==> src/rtl/bcd_scan_pkg.sv <==
// Shared types and constants for the BCD display scan controller.
package bcd_scan_pkg;

  // Scan sequencer states
  typedef enum logic [1:0] {
    ST_IDLE  = 2'd0,
    ST_BLANK = 2'd1,
    ST_DRIVE = 2'd2
  } scan_state_e;

  localparam int unsigned BCD_W = 4;  // width of one BCD digit
  localparam int unsigned NIB_W = 4;  // width of one channel value

endpackage : bcd_scan_pkg

==> src/rtl/bin4_bcd_conv.sv <==
// Combinational 4-bit binary to two-digit BCD converter (0..15 -> tens 0/1, ones 0..9).
module bin4_bcd_conv
  import bcd_scan_pkg::*;
(
  input  logic [NIB_W-1:0] bin_in,
  output logic [BCD_W-1:0] tens_out,
  output logic [BCD_W-1:0] ones_out
);

  logic ge_ten;

  // Values 10..15 carry into the tens digit; everything else is a single digit
  always_comb begin
    ge_ten   = (bin_in >= NIB_W'(10));
    tens_out = ge_ten ? BCD_W'(1) : BCD_W'(0);
    ones_out = ge_ten ? BCD_W'(bin_in - NIB_W'(10)) : BCD_W'(bin_in);
  end

endmodule : bin4_bcd_conv

==> src/rtl/bcd_scan_ctrl.sv <==
// Multiplexed 7-seg scan controller: snapshots NUM_CH nibbles, converts each to
// two BCD digits through one shared converter and scans the 2*NUM_CH digits
// with a blanking guard between slots.
// Optional feature macro: BCD_LEAD_ZERO_BLANK_EN (suppress a zero tens digit).
module bcd_scan_ctrl
  import bcd_scan_pkg::*;
#(
  parameter int unsigned NUM_CH      = 4,
  parameter int unsigned REFRESH_DIV = 100000,
  parameter int unsigned GUARD_CYC   = 2
) (
  input  logic                  clk,
  input  logic                  rst,
  input  logic                  en,
  input  logic                  load,
  input  logic [NIB_W*NUM_CH-1:0] ch_val,
  output logic [2*NUM_CH-1:0]   digit_sel,
  output logic [BCD_W-1:0]      bcd_out,
  output logic                  frame_done
);

  localparam int unsigned NUM_DIG = 2 * NUM_CH;
  localparam int unsigned CH_W    = (NUM_CH > 1) ? $clog2(NUM_CH) : 1;
  localparam int unsigned IDX_W   = CH_W + 1;
  localparam int unsigned CNT_MAX = (REFRESH_DIV > GUARD_CYC) ? REFRESH_DIV : GUARD_CYC;
  localparam int unsigned CNT_W   = (CNT_MAX > 1) ? $clog2(CNT_MAX) : 1;

  localparam logic [CNT_W-1:0] GUARD_LAST = CNT_W'(GUARD_CYC - 1);
  localparam logic [CNT_W-1:0] DRIVE_LAST = CNT_W'(REFRESH_DIV - 1);
  localparam logic [IDX_W-1:0] IDX_LAST   = IDX_W'(NUM_DIG - 1);

  scan_state_e                 state_q, state_d;
  logic [CNT_W-1:0]            cnt_q, cnt_d;
  logic [IDX_W-1:0]            idx_q, idx_d;
  logic [NIB_W*NUM_CH-1:0]     shadow_q, shadow_d;
  logic                        pend_q, pend_d;
  logic [NUM_DIG-1:0]          sel_q, sel_d;
  logic [BCD_W-1:0]            bcd_q, bcd_d;
  logic                        fd_q, fd_d;

  logic [NIB_W-1:0]            ch_nib [NUM_CH];
  logic [NIB_W-1:0]            conv_in;
  logic [BCD_W-1:0]            conv_tens;
  logic [BCD_W-1:0]            conv_ones;
  logic [BCD_W-1:0]            conv_digit;
  logic [NUM_DIG-1:0]          drive_sel;
  logic [NUM_DIG-1:0]          slot_sel;

  // Split the shadow snapshot into per-channel nibbles
  genvar gi;
  generate
    for (gi = 0; gi < NUM_CH; gi++) begin : g_nib
      assign ch_nib[gi] = shadow_q[NIB_W*gi +: NIB_W];
    end
  endgenerate

  // Active-low one-hot select for the current digit index
  generate
    for (gi = 0; gi < NUM_DIG; gi++) begin : g_sel
      assign drive_sel[gi] = (idx_q != IDX_W'(gi));
    end
  endgenerate

  // Channel for digit idx is idx>>1; odd digits are tens, even digits ones
  assign conv_in = ch_nib[idx_q[IDX_W-1:1]];

  bin4_bcd_conv u_conv (
    .bin_in   (conv_in),
    .tens_out (conv_tens),
    .ones_out (conv_ones)
  );

  assign conv_digit = idx_q[0] ? conv_tens : conv_ones;

  // Select pattern latched at slot start; a zero tens digit may stay dark
  always_comb begin
`ifdef BCD_LEAD_ZERO_BLANK_EN
    if (idx_q[0] && (conv_tens == BCD_W'(0))) begin
      slot_sel = '1;
    end else begin
      slot_sel = drive_sel;
    end
`else
    slot_sel = drive_sel;
`endif
  end

  // Next-state logic for the scan sequencer, snapshot and output registers
  always_comb begin
    state_d  = state_q;
    cnt_d    = cnt_q;
    idx_d    = idx_q;
    shadow_d = shadow_q;
    pend_d   = pend_q | load;
    sel_d    = sel_q;
    bcd_d    = bcd_q;
    fd_d     = 1'b0;

    if (!en) begin
      state_d = ST_IDLE;
      cnt_d   = '0;
      idx_d   = '0;
      sel_d   = '1;
      bcd_d   = '0;
      // While already idle a request is applied straight away
      if ((state_q == ST_IDLE) && (load || pend_q)) begin
        shadow_d = ch_val;
        pend_d   = 1'b0;
      end
    end else begin
      case (state_q)
        ST_IDLE: begin
          sel_d   = '1;
          bcd_d   = '0;
          idx_d   = '0;
          cnt_d   = '0;
          state_d = ST_BLANK;
          if (load || pend_q) begin
            shadow_d = ch_val;
            pend_d   = 1'b0;
          end
        end
        ST_BLANK: begin
          sel_d = '1;
          if (cnt_q == GUARD_LAST) begin
            cnt_d   = '0;
            state_d = ST_DRIVE;
            sel_d   = slot_sel;
            bcd_d   = conv_digit;
          end else begin
            cnt_d = cnt_q + CNT_W'(1);
          end
        end
        ST_DRIVE: begin
          if (cnt_q == DRIVE_LAST) begin
            cnt_d   = '0;
            state_d = ST_BLANK;
            sel_d   = '1;
            if (idx_q == IDX_LAST) begin
              // Frame boundary: the only point a new snapshot may land mid-scan
              idx_d = '0;
              fd_d  = 1'b1;
              if (load || pend_q) begin
                shadow_d = ch_val;
                pend_d   = 1'b0;
              end
            end else begin
              idx_d = idx_q + IDX_W'(1);
            end
          end else begin
            cnt_d = cnt_q + CNT_W'(1);
          end
        end
        default: begin
          state_d = ST_IDLE;
          cnt_d   = '0;
          idx_d   = '0;
          sel_d   = '1;
        end
      endcase
    end
  end

  // State and registered outputs, cleared immediately by reset
  always_ff @(posedge clk or posedge rst) begin
    if (rst) begin
      state_q  <= ST_IDLE;
      cnt_q    <= '0;
      idx_q    <= '0;
      shadow_q <= '0;
      pend_q   <= 1'b0;
      sel_q    <= '1;
      bcd_q    <= '0;
      fd_q     <= 1'b0;
    end else begin
      state_q  <= state_d;
      cnt_q    <= cnt_d;
      idx_q    <= idx_d;
      shadow_q <= shadow_d;
      pend_q   <= pend_d;
      sel_q    <= sel_d;
      bcd_q    <= bcd_d;
      fd_q     <= fd_d;
    end
  end

  assign digit_sel  = sel_q;
  assign bcd_out    = bcd_q;
  assign frame_done = fd_q;

endmodule : bcd_scan_ctrl

==> config.mk <==
export PLATFORM = sky130hd
export DESIGN_NAME = bcd_scan_ctrl
export DESIGN_NICKNAME = d
export VERILOG_FILES = /design/src/rtl/bcd_scan_pkg.sv /design/src/rtl/bin4_bcd_conv.sv /design/src/rtl/bcd_scan_ctrl.sv
export SDC_FILE = /design/constraint.sdc
export NUM_CORES = 1
export LEC_CHECK = 0
export CORE_MARGIN = 5
export CORE_UTILIZATION = 30
export CTS_CLUSTER_DIAMETER = 80
export DETAILED_ROUTE_END_ITERATION = 10
export SYNTH_ARGS = -nofsm -noshare
export SYNTH_HDL_FRONTEND = slang
export SYNTH_SLANG_ARGS = --single-unit
==> constraint.sdc <==
create_clock -name clk -period 1.9 [get_ports clk]
set_input_delay 0.57 -clock clk [delete_from_list [all_inputs] [get_ports clk]]
set_output_delay 0.57 -clock clk [all_outputs]
set_load 0.02 [all_outputs]
==> impl_metrics.tcl, run 1 <==
set metrics [dict create \
    min_path_cells 2 \
    first_pass_iters 4 \
    cpMaxStageDelayCell "or4b_1" \
    syn-num-nets 256 \
    final_hold_viol_count 0 \
    crit_fanout 3 \
    clk_path_buf_depth 2 \
    clk_pin_slew_ns 0.10 \
    grt_pass1_vias 1935 \
    grt_max_degree 53 \
    vias_per_cell 4.65 \
    grt_usage 0.103 \
    syn_avg_cell_area_um2 11.8 \
    core_mm2 0.00864 \
    synth-edff-count 0 \
    critPathBufInv 0 \
    dr.first_iter.drc_count 70 \
    cp.arrival_ns 2.16 \
    grt_setup_unrepaired "yes" \
    wl_um 5470 \
    ios 33 \
    final_net_count 343 \
    required_ns 2.14 \
    drive_gt1_frac 0.338 \
    clk_latency_ns 0.31 \
    hold_path.class "reg -> reg" \
    htreeDepth 2 \
    p_leak_uw 0.00154 \
    synth_cell_types 41 \
    finalCritPeriodShare 1.01 \
    peakVddDrop_mv 0.580 \
    slew_headroom 0.765 \
    synth.top_cells.by_area "dfrtp_1, dfstp_2, ha_1, mux2_4, nor2_1" \
    vias 1950 \
    cp-start-kind "flop" \
    setup_tns_ns -0.0455 \
    crit_type "reg -> reg" \
    ys_seq_elements 52 \
    syn_inst 223 \
    post_dp_cell_area_mm2 0.00338 \
    power_uw 3480 \
    fin_skew_ns 0.0200 \
    hpwl_um 4040 \
    end_kind "flop" \
    min-delay-start "digit_sel[7]" \
    remaining_drc_errors 0 \
    setup_ws_ns -0.0176 \
    fmax_mhz 521 \
    die-area_mm2 0.0107 \
    die_y_um 104 \
    grt.overflow.total 0 \
    synth.largest_area_cell "dfrtp_1" \
    fin_crit_ns 1.92 \
    clockRootBuffer "clkbuf_8" \
    gp_congestion 0.818 \
    cts_sinks 52 \
    seq_area_frac_synth 0.499 \
    wire_per_inst_um 13.1 \
    cts_buffers 5 \
    setup_viol 3 \
    outcome "finished, violations left" \
    hold_path_end "digit_sel[7]" \
    syn2layout_area_growth_pct 38.5 \
    violations "setup timing" \
    r2r_slack_ns -0.02 \
    ys_warn_count 0 \
    powerDensity_mw_per_mm2 956 \
    worst_slew_pin_slew_ns 0.349 \
    design_area_mm2 0.00364 \
    cts_tree "done" \
    r2r_end "idx_q[2]" \
    critPathTopFamily "simple AND/OR/NAND/NOR gates" \
    antenna_found_initial 0 \
    reg2reg_depth 6 \
    grt_pass1_wl_um 9200 \
    rows 34 \
    place_ws_ns -0.293 \
    crit_path_max_incr_delay_ns 0.49 \
    r2r_start "cnt_q[0]" \
    diodes 0 \
    synthArstFlopShare 1.00 \
    cts_hold_buf 0 \
    drv_slew 0 \
    synth_top_area_share 0.419 \
    syn_area_mm2 0.00263 \
    port-buffer-count 32 \
    cap_violations 0 \
    cp_cell_sequence "ha_2, and3_4, nand3_4, or3_4, or4b_1, a21boi_2" \
    ant_nets 0 \
    synth_ff_type "dfrtp_1" \
    initial_core_util 0.304 \
    die_x_um 104 \
]
[cells in the final DEF, fill, tap and decap left out, types with 2 or more instances in the layout]
master and count:
buf_4 44, dfrtp_1 43, nor2_1 29, clkdlybuf4s50_1 24, nand2_1 16, ha_1 12, mux2_4 10, inv_1 9
xor2_1 8, dfstp_2 8, dlygate4sd2_1 8, mux2_2 7, xnor2_1 7, nor3_1 5, a22o_1 5, nand3_1 5
a31oi_1 5, clkbuf_8 5, buf_6 5, mux4_2 4, o21ai_0 4, nor4_1 3, and3_1 3, o22a_1 3
buf_12 3, nand4_1 2, nor4_2 2, nand2_2 2, o21ai_1 2, o211ai_4 2, o21a_1 2, a21oi_1 2
and4_1 2
[tightest hold or removal path: cells and delay by family (launching register included)]
kind | cells | cell delay [ns]
AOI/OAI and AO/OA | 1 | 0.04
DFF | 1 | 0.38
and+or+nand+nor | 1 | 0.09
[state kept, by name, indices dropped and copies added (netlist names)]
register    count
shadow_q       16
cnt_q          17
digit_sel       8
idx_q           3
state_q         2
pend_q          1
bcd_out         4
frame_done      1
[Yosys cell counts, types with 2 or more instances]
master     n
ha_1      13
inv_1     10
nor2_1    29
clkbuf_1   3
o21a_1     2
xnor2_1    7
and4_1     2
nand2_1   18
mux4_2     4
mux2_2     7
and3_1     3
a21oi_1    2
dfstp_2    8
o21ai_0    6
o22a_1     3
nor3_1     6
nand4_1    2
nand3_1    5
dfrtp_1   44
mux2_4    10
xor2_1     8
nor4_1     4
a22o_1     5
a31oi_1    5
[area by class of cell]
| class | count | area (µm²) |
|---|---|---|
| inverter | 10 | 37.5 |
| clock buffer | 6 | 72.6 |
| tap | 108 | 135 |
| sequential | 52 | 1310 |
| fill | 827 | 5000 |
| clock inverter | 2 | 16.3 |
| timing repair buffer | 85 | 772 |
| multi-input combinational | 156 | 1290 |
[cells by family (layout without fill, tap and decap cells)]
logic type,Yosys count,count (layout),share of synthesized area
and+or+nand+nor,76,76,0.145
DFF,52,52,0.499
AOI/OAI and AO/OA,31,31,0.0981
muxes,21,21,0.121
xor gates and xnor gates,15,15,0.0500
buffers and inverters,15,103,0.0248
adders and majority gates,13,13,0.0619
[layer usage]
metal / up-vias / GRT usage / part of all wire / wire (µm)
met5: - / 0 / 0 / 0
met4: 0 / 0.0366 / 0.017 / 95
met3: 7 / 0.0243 / 0.030 / 164
met2: 28 / 0.157 / 0.47 / 2590
met1: 946 / 0.142 / 0.48 / 2620
li1: 969 / - / - / -
[per-stage QoR]
step	instances	hold slack, ns	utilization
floorplan	223	0.461	-
detailed placement	398	0.494	0.392
global placement	398	0.489	0.392
global route	419	0.530	0.421
CTS	409	0.508	0.407
finish	419	0.506	0.421
[how the worst max path moves through the flow]
stage / start / to / cells after the start
after floorplan: cnt_q[12] / shadow_q[10] / 6
after global placement: en / shadow_q[1] / 6
after detailed placement: en / shadow_q[2] / 6
after CTS: cnt_q[0] / shadow_q[4] / 7
after global routing: cnt_q[12] / idx_q[2] / 5
final: cnt_q[0] / idx_q[2] / 6
[what timing repair did]
action | CTS | global route
setup buffers | 3 | 10
gates resized for setup | 13 | 12
endpoints found under the setup margin | 33 | 45
pin swaps | 3 | 6
[report_power, final]
group / total [µW] / internal (µW) / switching (µW)
logic: 1400 / 823 / 579
clock network: 633 / 263 / 370
registers: 1450 / 1320 / 122
Power figures use the tool's default switching activity.
==> inputs of run 2 (changes only) <==
- SLEW_MARGIN: default -> 0
==> results of run 2 <==
Same layout as run 1: the final DEF is identical, and so are final timing and power.
